**config.mk**
```make
export PLATFORM = sky130hd
export DESIGN_NAME = avg_pool2d_stream
export DESIGN_NICKNAME = d
export VERILOG_FILES = /design/src/rtl/avg_pool_pkg.sv /design/src/rtl/avg_pool_line_buf.sv /design/src/rtl/avg_pool2d_stream.sv
export SDC_FILE = /design/constraint.sdc
export NUM_CORES = 1
export LEC_CHECK = 0
export ABC_AREA = 1
export BUFFER_PORTS_ARGS = -buffer_cell sky130_fd_sc_hd__buf_4
export CORE_AREA = 2 2 75 77
export DETAILED_ROUTE_END_ITERATION = 16
export DIE_AREA = 0 0 77 79
export GPL_TIMING_DRIVEN = 0
export PLACE_DENSITY_LB_ADDON = 0.12
export SKIP_CTS_REPAIR_TIMING = 1
export SLEW_MARGIN = 20
export SYNTH_ARGS = -nofsm -noshare
export SYNTH_HDL_FRONTEND = slang
export SYNTH_SLANG_ARGS = --single-unit
export TNS_END_PERCENT = 1
```
**constraint.sdc**
```tcl
create_clock -name clk -period 3.3 [get_ports clk]
set_clock_uncertainty 0.15 [all_clocks]
set_input_delay 0.66 -clock clk [delete_from_list [all_inputs] [get_ports clk]]
set_output_delay 0.66 -clock clk [all_outputs]
set_load 0.02 [all_outputs]
```
**src/rtl/avg_pool_pkg.sv**
```systemverilog
// Shared constants and width helpers for the streaming average pooler.
package avg_pool_pkg;

  // Rounding modes applied before the final divide-by-window-area shift.
  localparam int ROUND_TRUNC   = 0;
  localparam int ROUND_HALF_UP = 1;

  // Ceiling log2; returns 0 for an argument of 1.
  function automatic int clog2(input int value);
    int r;
    int v;
    r = 0;
    v = value - 1;
    while (v > 0) begin
      r++;
      v = v >> 1;
    end
    return r;
  endfunction

  // Address/counter width that never collapses to zero bits.
  function automatic int idx_w(input int depth);
    return (depth > 1) ? clog2(depth) : 1;
  endfunction

  // Horizontal accumulator: K samples summed.
  function automatic int acc_w(input int data_w, input int k);
    return data_w + clog2(k);
  endfunction

  // Line buffer entry: K*K samples summed.
  function automatic int lb_w(input int data_w, input int k);
    return data_w + 2 * clog2(k);
  endfunction

  // Right shift that divides a full window sum by K*K.
  function automatic int shift_of(input int k);
    return 2 * clog2(k);
  endfunction

endpackage

```
**src/rtl/avg_pool_line_buf.sv**
```systemverilog
// Register file holding one partial vertical sum per window column.
// Combinational read, synchronous write; reading and writing the same
// address in one cycle gives a read-modify-write (old value read, new written).
module avg_pool_line_buf
  import avg_pool_pkg::*;
#(
  parameter int DEPTH = 2,
  parameter int WIDTH = 10,
  localparam int AW   = idx_w(DEPTH)
) (
  input  logic             clk,
  input  logic             wr_en,
  input  logic [AW-1:0]    wr_addr,
  input  logic [WIDTH-1:0] wr_data,
  input  logic [AW-1:0]    rd_addr,
  output logic [WIDTH-1:0] rd_data
);

  logic [WIDTH-1:0] mem [DEPTH];

  assign rd_data = mem[rd_addr];

  // Write port: contents need no reset, row%K==0 always overwrites first.
  always_ff @(posedge clk) begin
    if (wr_en) begin
      mem[wr_addr] <= wr_data;
    end
  end

endmodule

```
**src/rtl/avg_pool2d_stream.sv**
```systemverilog
// Streaming KxK, stride-K average pooling over a raster-scan frame.
// Pixels are summed horizontally in per-channel accumulators, completed
// horizontal sums are folded into a line buffer row by row, and the last
// row of each window produces the pooled pixel into a one-deep output register.
//
// Handshake: a transfer happens on a rising edge where valid && ready are both
// high. valid, once raised, holds with its data stable until the transfer;
// ready may change freely. in_ready = !rst && (!out_valid || out_ready), so a
// pixel is only accepted when the output register is free or being drained in
// the same cycle, which lets back-to-back pixels stream at one per cycle.
module avg_pool2d_stream
  import avg_pool_pkg::*;
#(
  parameter int DATA_W = 8,
  parameter int CH     = 1,
  parameter int IMG_W  = 4,
  parameter int IMG_H  = 4,
  parameter int K      = 2,
  parameter int ROUND  = ROUND_TRUNC
) (
  input  logic                 clk,
  input  logic                 rst,
  input  logic                 in_valid,
  output logic                 in_ready,
  input  logic [CH*DATA_W-1:0] in_data,
  input  logic                 in_last,
  output logic                 out_valid,
  input  logic                 out_ready,
  output logic [CH*DATA_W-1:0] out_data,
  output logic                 out_last,
  output logic                 frame_err
);

  localparam int LK    = clog2(K);
  localparam int SHIFT = shift_of(K);
  localparam int ACC_W = acc_w(DATA_W, K);
  localparam int LB_W  = lb_w(DATA_W, K);
  localparam int NWIN  = IMG_W / K;
  localparam int CW    = idx_w(IMG_W);
  localparam int RW    = idx_w(IMG_H);
  localparam int WCW   = idx_w(NWIN);

  localparam logic [CW-1:0]   COL_LAST = CW'(IMG_W - 1);
  localparam logic [RW-1:0]   ROW_LAST = RW'(IMG_H - 1);
  localparam logic [LK-1:0]   PH_LAST  = LK'(K - 1);
  localparam logic [LB_W-1:0] RND      = (ROUND == ROUND_HALF_UP) ?
                                         (LB_W'(1) << (SHIFT - 1)) : '0;

  logic [CW-1:0]        col;
  logic [RW-1:0]        row;
  logic [LK-1:0]        col_ph;
  logic [LK-1:0]        row_ph;
  logic [WCW-1:0]       wc;
  logic                 accept;
  logic                 at_end;
  logic                 early_last;
  logic                 win_col_end;
  logic                 emit;
  logic                 lb_we;
  logic [CH*LB_W-1:0]   lb_rd;
  logic [CH*LB_W-1:0]   lb_wr;
  logic [CH*DATA_W-1:0] pooled;

  assign in_ready    = !rst && (!out_valid || out_ready);
  assign accept      = in_valid && in_ready;
  assign col_ph      = col[LK-1:0];
  assign row_ph      = row[LK-1:0];
  assign wc          = WCW'(col >> LK);
  assign at_end      = (row == ROW_LAST) && (col == COL_LAST);
  // in_last before the final position abandons the frame: no write, no emit.
  assign early_last  = in_last && !at_end;
  assign win_col_end = (col_ph == PH_LAST);
  assign emit        = accept && !early_last && win_col_end && (row_ph == PH_LAST);
  assign lb_we       = accept && !early_last && win_col_end && (row_ph != PH_LAST);

  for (genvar c = 0; c < CH; c++) begin : g_ch
    logic [DATA_W-1:0] pix;
    logic [ACC_W-1:0]  hacc;
    logic [ACC_W-1:0]  hsum;
    logic [LB_W-1:0]   lb_old;
    logic [LB_W-1:0]   lb_sum;
    logic [LB_W-1:0]   emit_sum;

    assign pix      = in_data[c*DATA_W +: DATA_W];
    assign hsum     = hacc + ACC_W'(pix);
    assign lb_old   = lb_rd[c*LB_W +: LB_W];
    assign lb_sum   = lb_old + LB_W'(hsum);
    assign emit_sum = lb_sum + RND;
    // First row of a window band starts the vertical sum, later rows add to it.
    assign lb_wr[c*LB_W +: LB_W]       = (row_ph == '0) ? LB_W'(hsum) : lb_sum;
    assign pooled[c*DATA_W +: DATA_W]  = DATA_W'(emit_sum >> SHIFT);

    // Horizontal accumulator restarts at the first column of each window.
    always_ff @(posedge clk) begin
      if (accept) begin
        hacc <= (col_ph == '0) ? ACC_W'(pix) : hsum;
      end
    end
  end

  avg_pool_line_buf #(
    .DEPTH (NWIN),
    .WIDTH (CH * LB_W)
  ) u_line_buf (
    .clk     (clk),
    .wr_en   (lb_we),
    .wr_addr (wc),
    .wr_data (lb_wr),
    .rd_addr (wc),
    .rd_data (lb_rd)
  );

  // Raster position counters; an early in_last restarts the frame at (0,0).
  always_ff @(posedge clk) begin
    if (rst) begin
      col <= '0;
      row <= '0;
    end else if (accept) begin
      if (early_last) begin
        col <= '0;
        row <= '0;
      end else if (col == COL_LAST) begin
        col <= '0;
        row <= (row == ROW_LAST) ? '0 : row + RW'(1);
      end else begin
        col <= col + CW'(1);
      end
    end
  end

  // Output register: load on emit, clear on drain, hold under backpressure.
  always_ff @(posedge clk) begin
    if (rst) begin
      out_valid <= 1'b0;
      out_data  <= '0;
      out_last  <= 1'b0;
    end else if (emit) begin
      out_valid <= 1'b1;
      out_data  <= pooled;
      out_last  <= at_end;
    end else if (out_ready) begin
      out_valid <= 1'b0;
      out_last  <= 1'b0;
    end
  end

  // One-cycle flag when in_last disagrees with the final frame position.
  always_ff @(posedge clk) begin
    if (rst) begin
      frame_err <= 1'b0;
    end else begin
      frame_err <= accept && (in_last != at_end);
    end
  end

endmodule

```
==> results.json, run 1 <==
{
  "critPathCapture": "u_line_buf.mem[1][9]",
  "avgRoutedWirePerCell_um": 13.7,
  "overall_fraction_of_global_route_tracks_in_use": 0.194,
  "num_rows": 27,
  "post_drt_via_cell_ratio": 5.02,
  "total_number_of_clock_tree_sinks": 45,
  "maxCapViolCount": 0,
  "global_route_wire_length_before_repair_mm": 9.14,
  "worstHoldPathType": "reg2reg",
  "r2r_path_end": "u_line_buf.mem[1][9]",
  "post_synthesis_net_count": 337,
  "detailedRoute.firstIterationViolations": 111,
  "number_of_global_route_vias_before_repair": 2000,
  "antenna_left": 0,
  "layout_worst_path_cycle_share": 0.969,
  "initial_utilization": 0.497,
  "timing_max_transition_violations_final": 0,
  "status": "finished clean",
  "crit_fanout": 4,
  "timing.max_slew.rel_slack": 0.332,
  "tightest_slew_ns": 0.998,
  "cts_tree": "built",
  "dieWidth_um": 77,
  "timing.fmax_mhz": 313,
  "synth.yosys.seq_area_share": 0.449,
  "avgSynthCellArea_um2": 8.73,
  "cts-htree-levels": 2,
  "leakage_nw": 1.42,
  "cp-startpoint": "in_data[0]",
  "antenna_violations_before_repair": 0,
  "clock-root-buffer": "clkbuf_8",
  "pwr_density_cell_mw_per_mm2": 416,
  "finalWirelength_mm": 5.68,
  "top_usage_layer": "met2",
  "floorplan.die_area_mm2": 0.00608,
  "layout_common_cells": "68 x nand2_1, 36 x inv_1, 31 x buf_4",
  "nets": 375,
  "timing.reg2reg.worst_path_depth": 18,
  "gp_congestion": 0.831,
  "layout.cells.most_common": "nand2_1",
  "syn-cell-area_mm2": 0.00266,
  "hold_path_startpoint": "row[1]",
  "num-fill-cells": 516,
  "final_layout_size_suffix_gt1_frac": 0.254,
  "report.power.total_mw": 1.32,
  "tns_ns": 0,
  "die_h_um": 79,
  "total_via_count_in_the_routed_design": 2085,
  "postSynthCellCount": 304,
  "area.growth.synth_to_final_pct": 19.5,
  "boundaryPins": 25,
  "io_buffer_count": 24,
  "library_cells_used_by_synthesis": 37,
  "core_region_area_mm2": 0.00534,
  "number_of_buffers_created_by_cts": 5,
  "overflow": 0,
  "clkSlewWorstSetupHoldPaths_ns": 0.09,
  "grtUsageMet1": 0.245,
  "r2r_start": "g_ch[0].hacc[0]",
  "hpwlAfterDp_mm": 4.15,
  "drc": 0,
  "critical_path_class": "in2reg",
  "critical_path.startpoint_type": "primary input",
  "insertion_delay_ns": 0.31,
  "ys_seq_elements": 45,
  "finalSetupViolations": 0,
  "timing.reg2reg.setup_slack_ns": 0.13,
  "required_ns": 3.21,
  "grt_start_max_net_pins": 16,
  "cts.path.max_buffers": 2,
  "grt_use_met3": 0.0352,
  "first_pass_iters": 4,
  "yosys_synthesis_warning_count": 0,
  "timing.final.hold_violations": 0,
  "vdd.ir_drop.worst_v": 0.000302,
  "layout_min_cycle_time_ns": 3.20,
  "gr-usage-met2": 0.328,
  "antenna-diode-count": 0,
  "setup.worst_path.end_class": "flop",
  "arrival_ns": 3.11
}
cells in the mapped netlist (all sizes together):
| cell type | number | area share |
|---|---|---|
| o21bai | 1 | 0.0028 |
| nand4 | 2 | 0.0047 |
| o311ai | 1 | 0.0033 |
| xnor2 | 3 | 0.0099 |
| xor2 | 6 | 0.020 |
| buf | 2 | 0.0061 |
| a22oi | 1 | 0.0028 |
| clkbuf | 5 | 0.015 |
| mux2 | 8 | 0.034 |
| nand3 | 15 | 0.030 |
| o31ai | 1 | 0.0047 |
| ha | 18 | 0.085 |
| a211oi | 1 | 0.0028 |
| fa | 2 | 0.015 |
| o21ai | 21 | 0.040 |
| nor3 | 3 | 0.0057 |
| nor2 | 23 | 0.036 |
| o211ai | 3 | 0.0085 |
| clkinv | 1 | 0.0019 |
| inv | 41 | 0.058 |
| nand2 | 78 | 0.11 |
| nand3b | 2 | 0.0071 |
| edfxtp | 29 | 0.33 |
| a21oi | 16 | 0.032 |
| a21o | 1 | 0.0028 |
| or2 | 1 | 0.0024 |
| dfxtp | 16 | 0.12 |
| a31oi | 3 | 0.0071 |
per-stage QoR:
step,setup slack [ns],instance area (um^2),instances,util,hold slack (ns)
after detailed placement,-0.510,2930,400,0.548,0.315
after CTS,-0.177,3010,408,0.565,0.328
after floorplan,0.0455,2660,304,-,0.296
after global placement,-0.440,2930,400,0.548,0.307
after global routing,-0.0534,3170,415,0.594,0.361
final,0.102,3170,415,0.594,0.321
flip-flops by register name, summed over array words and instances (netlist names), named ones only:
name,cells
u_line_buf.mem,20
frame_err,1
row,2
g_ch.hacc,9
col,2
out_data,8
out_valid,1
out_last,1
worst min path at each step:
| stage | slack (ns) | to | depth (start not counted) |
|---|---|---|---|
| finish | 0.32 | row[1] | 2 |
| global route | 0.36 | out_data[2] | 2 |
| CTS | 0.33 | row[1] | 2 |
| detailed placement | 0.32 | row[1] | 2 |
| global placement | 0.31 | out_data[2] | 2 |
| floorplan | 0.30 | row[1] | 2 |
critical path, cell delays in order:
cell	delay [ns]
buf_4	0.10
ha_4	0.13
inv_2	0.04
fa_2	0.38
o31ai_4	0.34
or2_4	0.18
nand2_2	0.09
inv_2	0.08
ha_4	0.22
a21oi_2	0.13
o21ai_1	0.07
nor2_1	0.20
nor2_2	0.07
nand3_2	0.09
nand2_2	0.07
nand2_2	0.08
nand2_1	0.06
nand2_2	0.08
a21oi_2	0.06
layout make-up:
| type | count | area (um^2) | area share |
|---|---|---|---|
| flip-flops and latches | 45 | 1190 | 0.375 |
| plain buffers | 7 | 55.1 | 0.0174 |
| multi-input cells | 210 | 1360 | 0.427 |
| inverters | 42 | 159 | 0.0501 |
| repair buffers | 31 | 233 | 0.0733 |
| well taps | 72 | 90.1 | 0.0284 |
| clock inverters | 3 | 20.0 | 0.00631 |
| clock buffers | 5 | 68.8 | 0.0217 |
cells by family after synthesis:
kind of cell	count (synthesis)	share of synthesized area
AND/OR/NAND/NOR	124	0.201
AO/OA/AOI/OAI	49	0.106
buffers and inverters	49	0.0806
flip-flops	45	0.449
adder cells (fa/ha/maj)	20	0.0999
XOR/XNOR	9	0.0297
multiplexers	8	0.0339
routing by layer:
layer  vias up  share of wire
li1       1085              -
met1       954           0.46
met2        40           0.48
met3         6          0.036
met4         0          0.015
met5         -              0
where the power goes:
group          internal, mW  switching (mW)  leakage (nW)
Sequential            0.619         0.00378         0.395
Combinational         0.135           0.206         0.980
Clock                 0.151           0.206        0.0489
Total                 0.905           0.415          1.42
(Power assumes the default switching activity.)
==> run 2: changes to the inputs <==
--- a/config.mk
+++ b/config.mk
@@ -5,11 +5,11 @@
 export SDC_FILE = /design/constraint.sdc
 export NUM_CORES = 1
 export LEC_CHECK = 0
-export ABC_AREA = 1
+export ABC_AREA = 0
 export BUFFER_PORTS_ARGS = -buffer_cell sky130_fd_sc_hd__buf_4
-export CORE_AREA = 2 2 75 77
+export CORE_AREA = 2 2 76 78
 export DETAILED_ROUTE_END_ITERATION = 16
-export DIE_AREA = 0 0 77 79
+export DIE_AREA = 0 0 78 80
 export GPL_TIMING_DRIVEN = 0
 export PLACE_DENSITY_LB_ADDON = 0.12
 export SKIP_CTS_REPAIR_TIMING = 1
==> run 2 against run 1 <==
  * The run now ends with negative setup slack left
  * Critical path type unchanged
  * Power rose by 5.0%
  * Via count fell by 4.5%
  * Clock-buffer cell count rose by 1
==> results.json, run 2 <==
{
  "antenna_left": 0,
  "worstHoldPathType": "reg2reg",
  "required_ns": 3.18,
  "grt_start_max_net_pins": 16,
  "antenna_violations_before_repair": 0,
  "leakage_nw": 1.25,
  "antenna-diode-count": 0,
  "avgSynthCellArea_um2": 10.6,
  "layout_common_cells": "30 x buf_4, 29 x edfxtp_1, 21 x nor2_1",
  "synth-main-ff-cell": "edfxtp_1",
  "swShare": 0.291,
  "drc": 0,
  "core_region_area_mm2": 0.00541,
  "final_layout_size_suffix_gt1_frac": 0.296,
  "synth-async-reset-ratio": 0,
  "gp_congestion": 0.795,
  "timing.fmax_mhz": 296,
  "tightest_slew_ns": 0.597,
  "power.share.clock": 0.287,
  "hold-path-endpoint": "out_data[1]",
  "library_cells_used_by_synthesis": 46,
  "overflow": 0,
  "status": "complete, but fails checks",
  "synth_edf_count": 29,
  "violations_in_the_final_reports": "negative setup slack",
  "clock-root-buffer": "clkbuf_8",
  "global_route_wire_length_before_repair_mm": 8.68,
  "overall_fraction_of_global_route_tracks_in_use": 0.182,
  "die_h_um": 80,
  "dieWidth_um": 78,
  "cts.path.max_buffers": 2,
  "floorplan.die_area_mm2": 0.00624,
  "nets": 326,
  "timing.max_slew.rel_slack": 0.602,
  "fin_cells": 366,
  "internal_power_uw": 983,
  "timing.reg2reg.setup_slack_ns": -0.05,
  "initial_utilization": 0.499,
  "power.share.sequential": 0.451,
  "syn-cell-area_mm2": 0.00270,
  "synth_largest_area_cell": "edfxtp_1",
  "pwr_density_cell_mw_per_mm2": 423,
  "post_synthesis_net_count": 288,
  "layout.cells.most_common": "buf_4",
  "yosys-top-cells-area": "edfxtp_1 32%, dfxtp_1 12%, ha_1 8.4%",
  "number_of_global_route_vias_before_repair": 1825,
  "boundaryPins": 25,
  "num_rows": 27,
  "timing.reg2reg.worst_path_depth": 12,
  "setup.worst_path.end_class": "flop",
  "setup_ws_ns": -0.0827,
  "cts-htree-levels": 2,
  "total_via_count_in_the_routed_design": 1992,
  "yosys_synthesis_warning_count": 0,
  "whs_path_depth": 2,
  "first_pass_iters": 4,
  "r2r_start": "g_ch[0].hacc[0]",
  "largest_register_ff_count": 20,
  "insertion_delay_ns": 0.30,
  "report.power.total_mw": 1.39,
  "place.detailed.instances": 353,
  "avgRoutedWirePerCell_um": 14.9,
  "critical_path_class": "in2reg",
  "top_regs": "u_line_buf.mem (20), g_ch.hacc (9), out_data (8)",
  "timing_max_transition_violations_final": 0,
  "hold_path_startpoint": "out_data[1]",
  "post_drt_via_cell_ratio": 5.44,
  "layout_worst_path_cycle_share": 1.03,
  "synth.top_cells.by_count": "29 x edfxtp_1, 21 x nor2_1, 19 x mux2_2",
  "cp-startpoint": "in_data[0]",
  "number_of_buffers_created_by_cts": 5,
  "detailedRoute.firstIterationViolations": 59,
  "layout_min_cycle_time_ns": 3.38,
  "cts_tree": "built",
  "crit_fanout": 3,
  "io_buffer_count": 24,
  "timing.final.hold_violations": 0,
  "synth_largest_type_area_fraction": 0.323,
  "area.growth.synth_to_final_pct": 21.5,
  "finalSetupViolations": 2,
  "total_number_of_clock_tree_sinks": 45,
  "r2r_path_end": "u_line_buf.mem[0][8]",
  "maxCapViolCount": 0,
  "power_switching_uw": 403,
  "postSynthCellCount": 255,
  "finalWirelength_mm": 5.47,
  "hpwlAfterDp_mm": 4.09,
  "comb_power_share": 0.262,
  "layout.core_utilization": 0.606,
  "vdd.ir_drop.worst_v": 0.000292,
  "critical_path.startpoint_type": "primary input",
  "arrival_ns": 3.27,
  "clkSlewWorstSetupHoldPaths_ns": 0.09,
  "rsz0062_at_grt": "true",
  "pre_cts_ws_ns": -0.664,
  "top_count_cell_post_synth": "edfxtp_1",
  "largest-register": "u_line_buf.mem",
  "ys_seq_elements": 45,
  "synth.yosys.seq_area_share": 0.442
}
run 2: final cells by class:
class | count | area [um^2]
well taps | 72 | 90.1
multi-input cells | 192 | 1570
clock buffers | 6 | 93.8
fillers | 483 | 2130
inverters | 11 | 41.3
flip-flops and latches | 45 | 1190
repair buffers | 31 | 240
plain buffers | 7 | 33.8
clock inverters | 2 | 16.3
run 2: cells by family after synthesis:
| logic type | Yosys count | synth area share |
|---|---|---|
| multiplexers | 25 | 0.102 |
| AND/OR/NAND/NOR | 75 | 0.143 |
| adder cells (fa/ha/maj) | 21 | 0.103 |
| buffers and inverters | 18 | 0.0251 |
| XOR/XNOR | 13 | 0.0422 |
| AO/OA/AOI/OAI | 58 | 0.143 |
| flip-flops | 45 | 0.442 |
run 2: worst max-delay path: stages:
cell	delay [ns]
buf_8	0.08
ha_4	0.12
inv_2	0.03
fa_2	0.56
inv_2	0.06
fa_2	0.40
a21o_1	0.19
a21oi_2	0.18
o21bai_1	0.10
maj3_2	0.34
a21oi_4	0.21
mux2i_1	0.22
o211ai_1	0.13
run 2: power groups by stage:
stage | Clock [mW] | Sequential [mW] | Combinational (mW)
2_1_floorplan | 0 | 0.637 | 0.237
3_3_place_gp | 0 | 0.638 | 0.305
3_5_place_dp | 0 | 0.638 | 0.312
4_1_cts | 0.403 | 0.625 | 0.314
5_1_grt | 0.429 | 0.626 | 0.401
6_report | 0.397 | 0.625 | 0.364
run 2: worst max-delay path by stage:
stage | endpoint | slack [ns] | cells past startpoint
finish | u_line_buf.mem[0][8] | -0.08 | 13
global route | u_line_buf.mem[0][8] | -0.14 | 13
CTS | u_line_buf.mem[0][8] | -0.44 | 11
detailed placement | u_line_buf.mem[0][9] | -0.66 | 15
global placement | u_line_buf.mem[0][9] | -0.64 | 15
floorplan | u_line_buf.mem[0][9] | -0.16 | 14
run 2: metal layers:
| metal | up-vias | track usage | routed length, um |
|---|---|---|---|
| li1 | 1019 | - | - |
| met1 | 945 | 0.229 | 2590 |
| met2 | 21 | 0.311 | 2650 |
| met3 | 7 | 0.0351 | 144 |
| met4 | 0 | 0.0667 | 76 |
| met5 | - | 0 | 0 |
run 2: per-stage QoR:
step | TNS (ns) | hold slack, ns | instance area (um^2)
3_3_place_gp | -6.92 | 0.297 | 2990
3_5_place_dp | -5.50 | 0.302 | 3020
5_1_grt | -0.968 | 0.356 | 3280
6_report | -0.165 | 0.313 | 3280
2_1_floorplan | -0.804 | 0.303 | 2720
4_1_cts | -3.24 | 0.315 | 3130
